===== src/rtl/wb_frame_pkg.sv =====
// -----------------------------------------------------------------------------
// wb_frame_pkg
// Shared definitions for the Wishbone frame transmitter: register offsets
// (word index taken from ADR_I[3:2]), CTRL/STATUS field positions and the
// frame sequencer state encoding.
// -----------------------------------------------------------------------------
package wb_frame_pkg;

    // Register word offsets (ADR_I[3:2])
    localparam logic [1:0] REG_CTRL   = 2'd0;
    localparam logic [1:0] REG_DATA   = 2'd1;
    localparam logic [1:0] REG_STATUS = 2'd2;
    localparam logic [1:0] REG_RSVD   = 2'd3;

    // CTRL field positions
    localparam int CTRL_START_BIT = 0;
    localparam int CTRL_DIV_LSB   = 8;
    localparam int CTRL_NFR_LSB   = 16;

    // STATUS field positions
    localparam int STAT_BUSY_BIT  = 0;
    localparam int STAT_SENT_LSB  = 8;

    // Frame sequencer states
    typedef enum logic [1:0] {
        IDLE = 2'd0,
        SYNC = 2'd1,
        DATA = 2'd2,
        GAP  = 2'd3
    } state_t;

endpackage : wb_frame_pkg


===== src/rtl/wb_frame_regs.sv =====
// -----------------------------------------------------------------------------
// wb_frame_regs
// Wishbone classic responder and register file for wb_frame_tx.
//
// Ports:
//   clk_i, rst_i      clock, asynchronous active-high reset
//   cyc_i, stb_i      bus request (cyc_i & stb_i)
//   we_i              1 = write
//   adr_i             register word index (ADR_I[3:2])
//   dat_i / dat_o     write data / registered read data (valid with ack_o)
//   ack_o             single-cycle acknowledge
//   busy_i, sent_i    sequencer status, reflected in STATUS
//   div_o, nframes_o  stored CTRL fields
//   base_o            stored base payload
//   start_o           one-cycle pulse: accepted START with NFRAMES > 0
// -----------------------------------------------------------------------------
module wb_frame_regs #(
    parameter int FRAME_W = 10,
    parameter int DIV_W   = 8,
    parameter int CNT_W   = 8
) (
    input  logic               clk_i,
    input  logic               rst_i,
    input  logic               cyc_i,
    input  logic               stb_i,
    input  logic               we_i,
    input  logic [1:0]         adr_i,
    input  logic [31:0]        dat_i,
    output logic [31:0]        dat_o,
    output logic               ack_o,
    input  logic               busy_i,
    input  logic [CNT_W-1:0]   sent_i,
    output logic [DIV_W-1:0]   div_o,
    output logic [CNT_W-1:0]   nframes_o,
    output logic [FRAME_W-1:0] base_o,
    output logic               start_o
);
    import wb_frame_pkg::*;

    logic               req;
    logic               take;
    logic [31:0]        rdata;

    logic               ack_q,   ack_d;
    logic               done_q,  done_d;
    logic [31:0]        dat_q,   dat_d;
    logic [DIV_W-1:0]   div_q,   div_d;
    logic [CNT_W-1:0]   nfr_q,   nfr_d;
    logic [FRAME_W-1:0] base_q,  base_d;
    logic               start_q, start_d;

    logic               unused_dat;
    assign unused_dat = ^dat_i[31:24];

    assign req = cyc_i & stb_i;
    // done_q remembers that the current strobe has already been served, so a
    // held strobe is acknowledged (and written) exactly once.
    assign take = req & ~done_q;

    always_comb begin
        rdata = '0;
        case (adr_i)
            REG_CTRL: begin
                rdata[CTRL_DIV_LSB +: DIV_W] = div_q;
                rdata[CTRL_NFR_LSB +: CNT_W] = nfr_q;
            end
            REG_DATA:   rdata[FRAME_W-1:0] = base_q;
            REG_STATUS: begin
                rdata[STAT_BUSY_BIT]          = busy_i;
                rdata[STAT_SENT_LSB +: CNT_W] = sent_i;
            end
            default:    rdata = '0;
        endcase
    end

    always_comb begin
        ack_d   = take;
        done_d  = req;
        dat_d   = (take && !we_i) ? rdata : '0;
        div_d   = div_q;
        nfr_d   = nfr_q;
        base_d  = base_q;
        start_d = 1'b0;
        if (take && we_i) begin
            case (adr_i)
                REG_CTRL: begin
                    // start_q covers the single cycle between an accepted
                    // START and the sequencer reporting busy.
                    if (!busy_i && !start_q) begin
                        div_d   = dat_i[CTRL_DIV_LSB +: DIV_W];
                        nfr_d   = dat_i[CTRL_NFR_LSB +: CNT_W];
                        start_d = dat_i[CTRL_START_BIT] &&
                                  (dat_i[CTRL_NFR_LSB +: CNT_W] != '0);
                    end
                end
                REG_DATA: base_d = dat_i[FRAME_W-1:0];
                default:  base_d = base_q;
            endcase
        end
    end

    always_ff @(posedge clk_i or posedge rst_i) begin
        if (rst_i) begin
            ack_q   <= 1'b0;
            done_q  <= 1'b0;
            dat_q   <= '0;
            div_q   <= '0;
            nfr_q   <= '0;
            base_q  <= '0;
            start_q <= 1'b0;
        end else begin
            ack_q   <= ack_d;
            done_q  <= done_d;
            dat_q   <= dat_d;
            div_q   <= div_d;
            nfr_q   <= nfr_d;
            base_q  <= base_d;
            start_q <= start_d;
        end
    end

    assign ack_o     = ack_q;
    assign dat_o     = dat_q;
    assign div_o     = div_q;
    assign nframes_o = nfr_q;
    assign base_o    = base_q;
    assign start_o   = start_q;

endmodule : wb_frame_regs


===== src/rtl/wb_frame_tx.sv =====
// -----------------------------------------------------------------------------
// wb_frame_tx
// Wishbone-configured serial frame transmitter. Each frame is a sync pulse of
// one bit period on ena_o, FRAME_W payload bits LSB first on data_o, and one
// idle bit period; frame length is (FRAME_W+2)*DIV clocks.
//
// Ports:
//   CLK_I, RST_I            clock, asynchronous active-high reset
//   CYC_I, STB_I, WE_I      Wishbone classic control
//   ADR_I, DAT_I, DAT_O     address (ADR_I[3:2] decoded), write/read data
//   ACK_O                   single-cycle acknowledge
//   ena_o                   frame sync
//   data_o                  serial payload
//   busy_o                  frame sequence in progress
// -----------------------------------------------------------------------------
module wb_frame_tx #(
    parameter int FRAME_W = 10,
    parameter int DIV_W   = 8,
    parameter int CNT_W   = 8
) (
    input  logic        CLK_I,
    input  logic        RST_I,
    input  logic        CYC_I,
    input  logic        STB_I,
    input  logic        WE_I,
    input  logic [31:0] ADR_I,
    input  logic [31:0] DAT_I,
    output logic [31:0] DAT_O,
    output logic        ACK_O,
    output logic        ena_o,
    output logic        data_o,
    output logic        busy_o
);
    import wb_frame_pkg::*;

    localparam int                 BIT_W    = $clog2(FRAME_W);
    localparam logic [BIT_W-1:0]   LAST_BIT = BIT_W'(FRAME_W - 1);
    localparam logic [DIV_W-1:0]   DIV_ONE  = DIV_W'(1);

    logic [DIV_W-1:0]   div;
    logic [CNT_W-1:0]   nframes;
    logic [FRAME_W-1:0] base;
    logic               start;

    state_t             state_q,   state_d;
    logic [DIV_W-1:0]   divcnt_q,  divcnt_d;
    logic [BIT_W-1:0]   bit_q,     bit_d;
    logic [CNT_W-1:0]   sent_q,    sent_d;
    logic [FRAME_W-1:0] payload_q, payload_d;

    logic [DIV_W-1:0]   div_eff;
    logic               period_end;

    logic               unused_adr;
    assign unused_adr = ^{ADR_I[31:4], ADR_I[1:0]};

    wb_frame_regs #(
        .FRAME_W (FRAME_W),
        .DIV_W   (DIV_W),
        .CNT_W   (CNT_W)
    ) u_regs (
        .clk_i     (CLK_I),
        .rst_i     (RST_I),
        .cyc_i     (CYC_I),
        .stb_i     (STB_I),
        .we_i      (WE_I),
        .adr_i     (ADR_I[3:2]),
        .dat_i     (DAT_I),
        .dat_o     (DAT_O),
        .ack_o     (ACK_O),
        .busy_i    (busy_o),
        .sent_i    (sent_q),
        .div_o     (div),
        .nframes_o (nframes),
        .base_o    (base),
        .start_o   (start)
    );

    // A divider of 0 behaves as 1 so the sequencer always advances.
    assign div_eff    = (div == '0) ? DIV_ONE : div;
    assign period_end = (divcnt_q == div_eff - DIV_ONE);

    assign busy_o = (state_q != IDLE);

    always_comb begin
        state_d   = state_q;
        divcnt_d  = divcnt_q;
        bit_d     = bit_q;
        sent_d    = sent_q;
        payload_d = payload_q;
        ena_o     = 1'b0;
        data_o    = 1'b0;

        if (state_q != IDLE) begin
            divcnt_d = period_end ? '0 : divcnt_q + DIV_ONE;
        end

        case (state_q)
            IDLE: begin
                divcnt_d = '0;
                if (start) begin
                    state_d   = SYNC;
                    bit_d     = '0;
                    sent_d    = '0;
                    payload_d = base;
                end
            end
            SYNC: begin
                ena_o = 1'b1;
                if (period_end) begin
                    state_d = DATA;
                    bit_d   = '0;
                end
            end
            DATA: begin
                data_o = payload_q[bit_q];
                if (period_end) begin
                    if (bit_q == LAST_BIT) begin
                        state_d = GAP;
                    end else begin
                        bit_d = bit_q + 1'b1;
                    end
                end
            end
            GAP: begin
                if (period_end) begin
                    sent_d = sent_q + 1'b1;
                    if (sent_d == nframes) begin
                        state_d = IDLE;
                    end else begin
                        // Frame k carries base + k, sampled as the frame begins.
                        state_d   = SYNC;
                        payload_d = base + FRAME_W'(sent_d);
                    end
                end
            end
            default: state_d = IDLE;
        endcase
    end

    always_ff @(posedge CLK_I or posedge RST_I) begin
        if (RST_I) begin
            state_q   <= IDLE;
            divcnt_q  <= '0;
            bit_q     <= '0;
            sent_q    <= '0;
            payload_q <= '0;
        end else begin
            state_q   <= state_d;
            divcnt_q  <= divcnt_d;
            bit_q     <= bit_d;
            sent_q    <= sent_d;
            payload_q <= payload_d;
        end
    end

endmodule : wb_frame_tx

===== config.mk =====
export PLATFORM = sky130hd
export DESIGN_NAME = wb_frame_tx
export DESIGN_NICKNAME = d
export VERILOG_FILES = /design/src/rtl/wb_frame_pkg.sv /design/src/rtl/wb_frame_regs.sv /design/src/rtl/wb_frame_tx.sv
export SDC_FILE = /design/constraint.sdc
export NUM_CORES = 1
export LEC_CHECK = 0
export BUFFER_PORTS_ARGS = -buffer_cell sky130_fd_sc_hd__buf_2
export CAP_MARGIN = 20
export CORE_MARGIN = 5
export CORE_UTILIZATION = 59
export CTS_CLUSTER_SIZE = 14
export DETAILED_ROUTE_END_ITERATION = 12
export PLACE_DENSITY = 0.9
export SLEW_MARGIN = 15
export SYNTH_ARGS = -nofsm -noshare
export SYNTH_HDL_FRONTEND = slang
export SYNTH_SLANG_ARGS = --single-unit

===== constraint.sdc =====
create_clock -name CLK_I -period 7 [get_ports CLK_I]
set_clock_uncertainty 0.2 [all_clocks]
set_input_delay 1.4 -clock CLK_I [delete_from_list [all_inputs] [get_ports CLK_I]]
set_output_delay 1.4 -clock CLK_I [all_outputs]
set_load 0.05 [all_outputs]

[Word-level counts from Yosys, hierarchy flattened]
Index checks and enable logic that the tools add are counted.
Cells by class
  add/subtract/negate cells: 5
  magnitude comparators: 1
  equality and inequality tests: 15
  multiplexer cells: 36
  bitwise operators: 3
  reductions and logical operators: 21
Operators by type and width (count)
  2-to-1 mux 8 bit: 7
  2-to-1 mux 10 bit: 3
  2-to-1 mux 24 bit: 1
  one-hot mux 10 bit (2 select lines): 1
  adder 8 x 1 -> 8 bit, second input constant: 2
  equality test 8 bit: 2
  2-to-1 mux 4 bit: 4
  one-hot mux 8 bit (2 select lines): 1
  inequality test 2 bit, second input constant: 6
  one-hot mux 4 bit (3 select lines): 1
  one-hot mux 6 bit (2 select lines): 1
  adder 10 x 8 -> 10 bit: 1
  2-to-1 mux 2 bit: 5
  AND reduction 5 bit: 2
  logical NOT 8 bit: 1
  one-hot mux 2 bit (4 select lines): 1
  nonzero test 8 bit: 1
  subtractor 8 x 1 -> 8 bit, second input constant: 1
  2-to-1 mux 1 bit: 7
  2-to-1 mux 7 bit: 1
  equality test 2 bit, second input constant: 3
  one-hot mux 2 bit (3 select lines): 1
  AND reduction 3 bit: 2
  nonzero test 2 bit: 3
  15 further kinds: 23
Storage, ports and cells
  bits in registers: 93
  bits of input ports: 69
  word-level logic and storage cells: 93

[Depth between registers and ports, before layout]
  depth in word-level cells: 7
  mapped depth: 11

[Cells and area by module]
From an unflattened synthesis, not the netlist that was laid out.
Second synthesis, totals
  cells, all modules: 455
  area, all modules: 5021.1 um^2
By module, submodules not included
  wb_frame_tx: times used 1, cells each 309, area each 2902.8 um^2, seq. area each 800.8 um^2
  wb_frame_regs: times used 1, cells each 146, area each 2118.3 um^2, seq. area each 1326.3 um^2

[Worst setup path before layout]
OpenSTA, ideal clock, no wires.
  path kind: flip-flop to flip-flop
  start: register u_regs.div_q[5], in the netlist u_regs.div_o[5]
  end: register payload_q[0]
  setup time: 0.125 ns
  data arrival time: 3.054 ns
  setup slack: 3.621 ns
  cell stages (with the launch flop): 12
  buffers on the path: 1
  period minus slack after synthesis: 3.379 ns
  cells stage by stage: dfrtp_1 > nor4_2 > a21oi_1 > ha_1 > xnor2_1 > a221oi_1 > nand4_1 > nor4_4 > mux2i_4 > a211o_1 > buf_6 > mux2_4
On the way
  word-level cells in the longest chain between the ends: 6
Ends and longest elaborated chain
  start, declared: RTL line wb_frame_regs.sv:47  | logic [DIV_W-1:0] div_q, div_d;
  start signal, assigned: RTL line wb_frame_regs.sv:115  | div_q <= div_d;
  logical NOT 8 bit: RTL line wb_frame_tx.sv:80  | assign div_eff = (div == '0) ? DIV_ONE : div;
  2-to-1 mux 8 bit *: RTL line wb_frame_tx.sv:80
  subtractor 8 x 1 -> 8 bit *: RTL line wb_frame_tx.sv:81  | assign period_end = (divcnt_q == div_eff - DIV_ONE);
  equality test 8 bit *: RTL line wb_frame_tx.sv:81
  inequality test 2 bit (no source line) *
  AND reduction 4 bit (no source line) *
  end signal, assigned: RTL line wb_frame_tx.sv:153  | payload_q <= payload_d;
  end, declared: RTL line wb_frame_tx.sv:49  | logic [FRAME_W-1:0] payload_q, payload_d;
Every way passes the cells marked *; elsewhere a longest branch is shown, timed or not.
A chain may end at the register's enable or synchronous reset.

[Worst setup path after layout]
  start: register u_regs.div_q[5], in the netlist u_regs.div_o[5]
  end: register payload_q[1]
The elaborated chain is that of the path after synthesis.

==> results.md <==
| Item | This run | Unit |
| --- | --- | --- |
| Post-layout instance area | 5230 | um2 |
| Floorplan die area | 9800 | um2 |
| Number of max-slew violations in the final report | 0 | - |
| Data arrival time at the worst-slack endpoint | 4.34 | ns |
| Total number of clock tree sinks | 85 | - |
| Compound-Gate Fraction of Synth Area | 0.113 | - |
| Leading post-synthesis cells by cell area | sky130_fd_sc_hd__dfrtp_1, sky130_fd_sc_hd__mux2_2, sky130_fd_sc_hd__ha_1 | - |
| TritonCTS clock tree | built | - |
| Number of nets in the layout | 575 | - |
| Wire length of the first global-routing pass | 17,500 | um |
| Count of state elements after synthesis | 85 | - |
| Largest net degree at the start of global routing | 86 | - |
| Number of global-route vias before repair | 3,607 | - |
| Combined area of the multi-input logic cells | 2360 | um2 |
| Row count | 32 | - |
| Synth async-reset ratio | 1.00 | - |
| Number of vias after detailed routing | 3,549 | - |
| Post-synthesis cell type with the largest combined area | sky130_fd_sc_hd__dfrtp_1 | - |
| Start-to-end type of the worst setup path | reg2reg | - |
| Setup TNS | 0 | ns |
| Top fanout value on the critical path | 11 | - |
| Remaining global-route overflow | 0 | - |
| Root buffer cell | sky130_fd_sc_hd__clkbuf_8 | - |
| Number of different library cells in the post-synthesis netlist | 59 | - |
| Die width | 99.0 | um |
| TritonCTS Buffers | 9 | - |
| Post-route DRC | 0 | - |
| Detail-routed via count per cell | 6.01 | - |
| Post-synthesis instance area | 4680 | um2 |
| Total power per unit cell area | 346 | nW/um2 |
| Post-detailed-routing wire length | 10,400 | um |
| Antenna violations before repair | 0 | - |
| Result of the run | finished clean | - |
| Diode insertion count for antenna repair | 0 | - |
| Count of yosys warnings during synthesis | 0 | - |
| Total count of hold-check failures in the final report | 0 | - |
| Largest family of logic cells by synthesized area | simple AND/OR/NAND/NOR gates | - |
| Commonest non-fill, non-tap cells in the layout | sky130_fd_sc_hd__dfrtp_1, sky130_fd_sc_hd__buf_2, sky130_fd_sc_hd__mux2_2, sky130_fd_sc_hd__nand2_1, sky130_fd_sc_hd__nor2_1 | - |
| Sequential Area | 2130 | um2 |
| Number of top-level pins | 105 | - |
| ANT nets after route | 0 | - |
| Clock transition at the register clock pins on the worst setup and hold paths after CTS | 0.09 | ns |
| Die span in y | 99.0 | um |
| CTS hold repair buffers | 0 | - |
| Final Critical Period | 4.28 | ns |
| Average footprint of a synthesized cell | 10.9 | um2 |
| Final estimated routing congestion in global placement | 0.925 | - |
| Kind of end point of the critical path | flip-flop | - |
| CP Launch Type | flip-flop | - |
| Global-route usage over all layers | 0.222 | - |
| Parity-gate share of the synthesized area counting xor and xnor cells | 0.0640 | - |
| Post-CTS Resized | 0 | - |
| Total cell area at the placement stage | 5000 | um2 |
| Post-CTS Setup Inserts | 0 | - |
| FMAX | 0.233 | GHz |
| Fraction of the mapped netlist area in simple logic gates | 0.141 | - |
| Share of final-layout standard cells stronger than drive strength 1 | 0.258 | - |
| Deepest clock path buffer count | 2 | - |
| Final worst path period share | 0.612 | - |
| Adder and majority gate portion of the synthesized area | 0.0605 | - |
| Tightest slew margin relative to the limit | 0.393 | - |
| Commonest non-fill, non-tap cell in the layout | sky130_fd_sc_hd__dfrtp_1 | - |
| Max-cap viol count | 0 | - |
| Iter 0 DRT Violations | 224 | - |
| Kind of path behind the tightest hold check | reg2reg | - |
| Leak Pwr | 0.00264 | uW |
| Htree depth | 3 | - |
| First drt pass iteration count | 4 | - |
| Maximum vdd ir drop | 0.215 | mV |
| Initial Utilization | 0.605 | - |
| Count of flip-flops with a built-in enable after synthesis | 0 | - |
| Area growth syn-to-layout | 11.9 | % |
| Fin worst setup slack | 2.72 | ns |
| Core Area | 7730 | um2 |
| Crit path required time | 7.06 | ns |
| Share of the synthesized area in the top cell type | 0.455 | - |
| Detailed-route wire length per cell | 17.6 | um |
| Worst-margin pin slew | 0.911 | ns |
| Post-synthesis sequential area ratio | 0.455 | - |
| RSZ-0062 raised after global routing | false | - |
| Post-place setup slack | 2.85 | ns |
| Number of port buffers | 58 | - |
| Synthesized instance count | 429 | - |
| Number of filler cells placed in the layout | 545 | - |
| Leading register cell type out of synthesis | sky130_fd_sc_hd__dfrtp_1 | - |
| Portion of netlist area occupied by mux cells | 0.121 | - |
| Worst-Skew Late Latency | 0.38 | ns |
| Setup slack of the most critical reg-to-reg path | 2.72 | ns |
| DP HPWL | 7410 | um |
| Final count of negative-setup-slack endpoints | 0 | - |
## cell families (layout without fill, tap and decap cells)
group | after synthesis | count (layout)
and+or+nand+nor | 124 | 124
AOI/OAI and AO/OA | 78 | 78
DFF | 85 | 85
xor gates and xnor gates | 31 | 31
buffers and inverters | 44 | 97
adders and majority gates | 22 | 22
muxes | 44 | 44
other | 1 | 8
## synthesized netlist by cell type, types with 3 or more instances
| cell | count |
|---|---|
| sky130_fd_sc_hd__a22oi_1 | 7 |
| sky130_fd_sc_hd__a211oi_1 | 5 |
| sky130_fd_sc_hd__xnor2_1 | 13 |
| sky130_fd_sc_hd__or2_2 | 3 |
| sky130_fd_sc_hd__nor2_1 | 24 |
| sky130_fd_sc_hd__inv_1 | 20 |
| sky130_fd_sc_hd__buf_4 | 8 |
| sky130_fd_sc_hd__dfrtp_1 | 85 |
| sky130_fd_sc_hd__a21o_1 | 3 |
| sky130_fd_sc_hd__or3_1 | 4 |
| sky130_fd_sc_hd__nor3b_1 | 3 |
| sky130_fd_sc_hd__and4_1 | 4 |
| sky130_fd_sc_hd__nor4_1 | 5 |
| sky130_fd_sc_hd__nand2_1 | 26 |
| sky130_fd_sc_hd__mux2_2 | 28 |
| sky130_fd_sc_hd__nor3_1 | 11 |
| sky130_fd_sc_hd__mux2_4 | 10 |
| sky130_fd_sc_hd__o21ai_1 | 9 |
| sky130_fd_sc_hd__and3_1 | 21 |
| sky130_fd_sc_hd__nand3_1 | 13 |
| sky130_fd_sc_hd__o31ai_1 | 3 |
| sky130_fd_sc_hd__clkbuf_1 | 12 |
| sky130_fd_sc_hd__o21ai_0 | 17 |
| sky130_fd_sc_hd__xor2_1 | 16 |
| sky130_fd_sc_hd__a41oi_1 | 3 |
| sky130_fd_sc_hd__ha_1 | 21 |
| sky130_fd_sc_hd__a21oi_1 | 11 |
## area by class of cell
class,count,area share
multi-input combinational,307,0.452
sequential,85,0.407
timing repair buffer,61,0.0636
tap,102,0.0244
clock buffer,9,0.0237
clock inverter,7,0.0155
inverter,20,0.0146
## sequential cells by signal (all words and copies together) (netlist names)
signal	cells
u_regs.dat_o	24
payload_q	10
u_regs.base_o	10
divcnt_q	8
sent_q	8
u_regs.div_o	8
u_regs.nframes_o	8
bit_q	4
state_q	2
u_regs.ack_o	1
u_regs.done_q	1
u_regs.start_o	1
## worst paths after layout
kind,to,startpoint,depth (start not counted)
min in group asynchronous,u_regs.base_o[2]$_DFFE_PP0P_,RST_I,3
worst max-delay path,payload_q[1]$_DFFE_PP0P_,u_regs.div_o[5]$_DFFE_PP0P_,10
worst max register to register,payload_q[1]$_DFFE_PP0P_,u_regs.div_o[5]$_DFFE_PP0P_,10
worst min-delay path,u_regs.ack_o$_DFF_PP0_,u_regs.done_q$_DFF_PP0_,1
worst min register to register,u_regs.ack_o$_DFF_PP0_,u_regs.done_q$_DFF_PP0_,1
max in group asynchronous,bit_q[0]$_DFFE_PP0P_,RST_I,4
## layer usage
layer | part of all wire | track usage | wire length (um)
met5 | 0 | 0 | 0
met4 | 0.019 | 0.0777 | 200
met3 | 0.056 | 0.0453 | 578
met2 | 0.52 | 0.381 | 5410
met1 | 0.41 | 0.279 | 4210
## where the power goes
group	internal, uW	switching [uW]
registers	591	120
clock network	171	195
logic	338	395
total	1100	709
## metrics by stage
stage | hold WS (ns) | instances | util | total power [uW]
2_1_floorplan | 0.241 | 436 | - | 1290
3_3_place_gp | 0.265 | 574 | 0.647 | 1390
3_5_place_dp | 0.277 | 574 | 0.647 | 1430
4_1_cts | 0.290 | 590 | 0.674 | 1800
5_1_grt | 0.333 | 591 | 0.677 | 1930
6_report | 0.290 | 591 | 0.677 | 1810
## critical path, stage by stage (launching register included)
cell and delay, ns:
sky130_fd_sc_hd__dfrtp_1 0.49, sky130_fd_sc_hd__nor4_2 0.61, sky130_fd_sc_hd__a21oi_1 0.16, sky130_fd_sc_hd__ha_1 0.33, sky130_fd_sc_hd__xnor2_1 0.12, sky130_fd_sc_hd__a221oi_1 0.21, sky130_fd_sc_hd__nand4_1 0.18, sky130_fd_sc_hd__nor4_4 0.69
sky130_fd_sc_hd__mux2i_4 0.24, sky130_fd_sc_hd__a211o_1 0.55, sky130_fd_sc_hd__mux2_4 0.38
(Power assumes the default switching activity.)
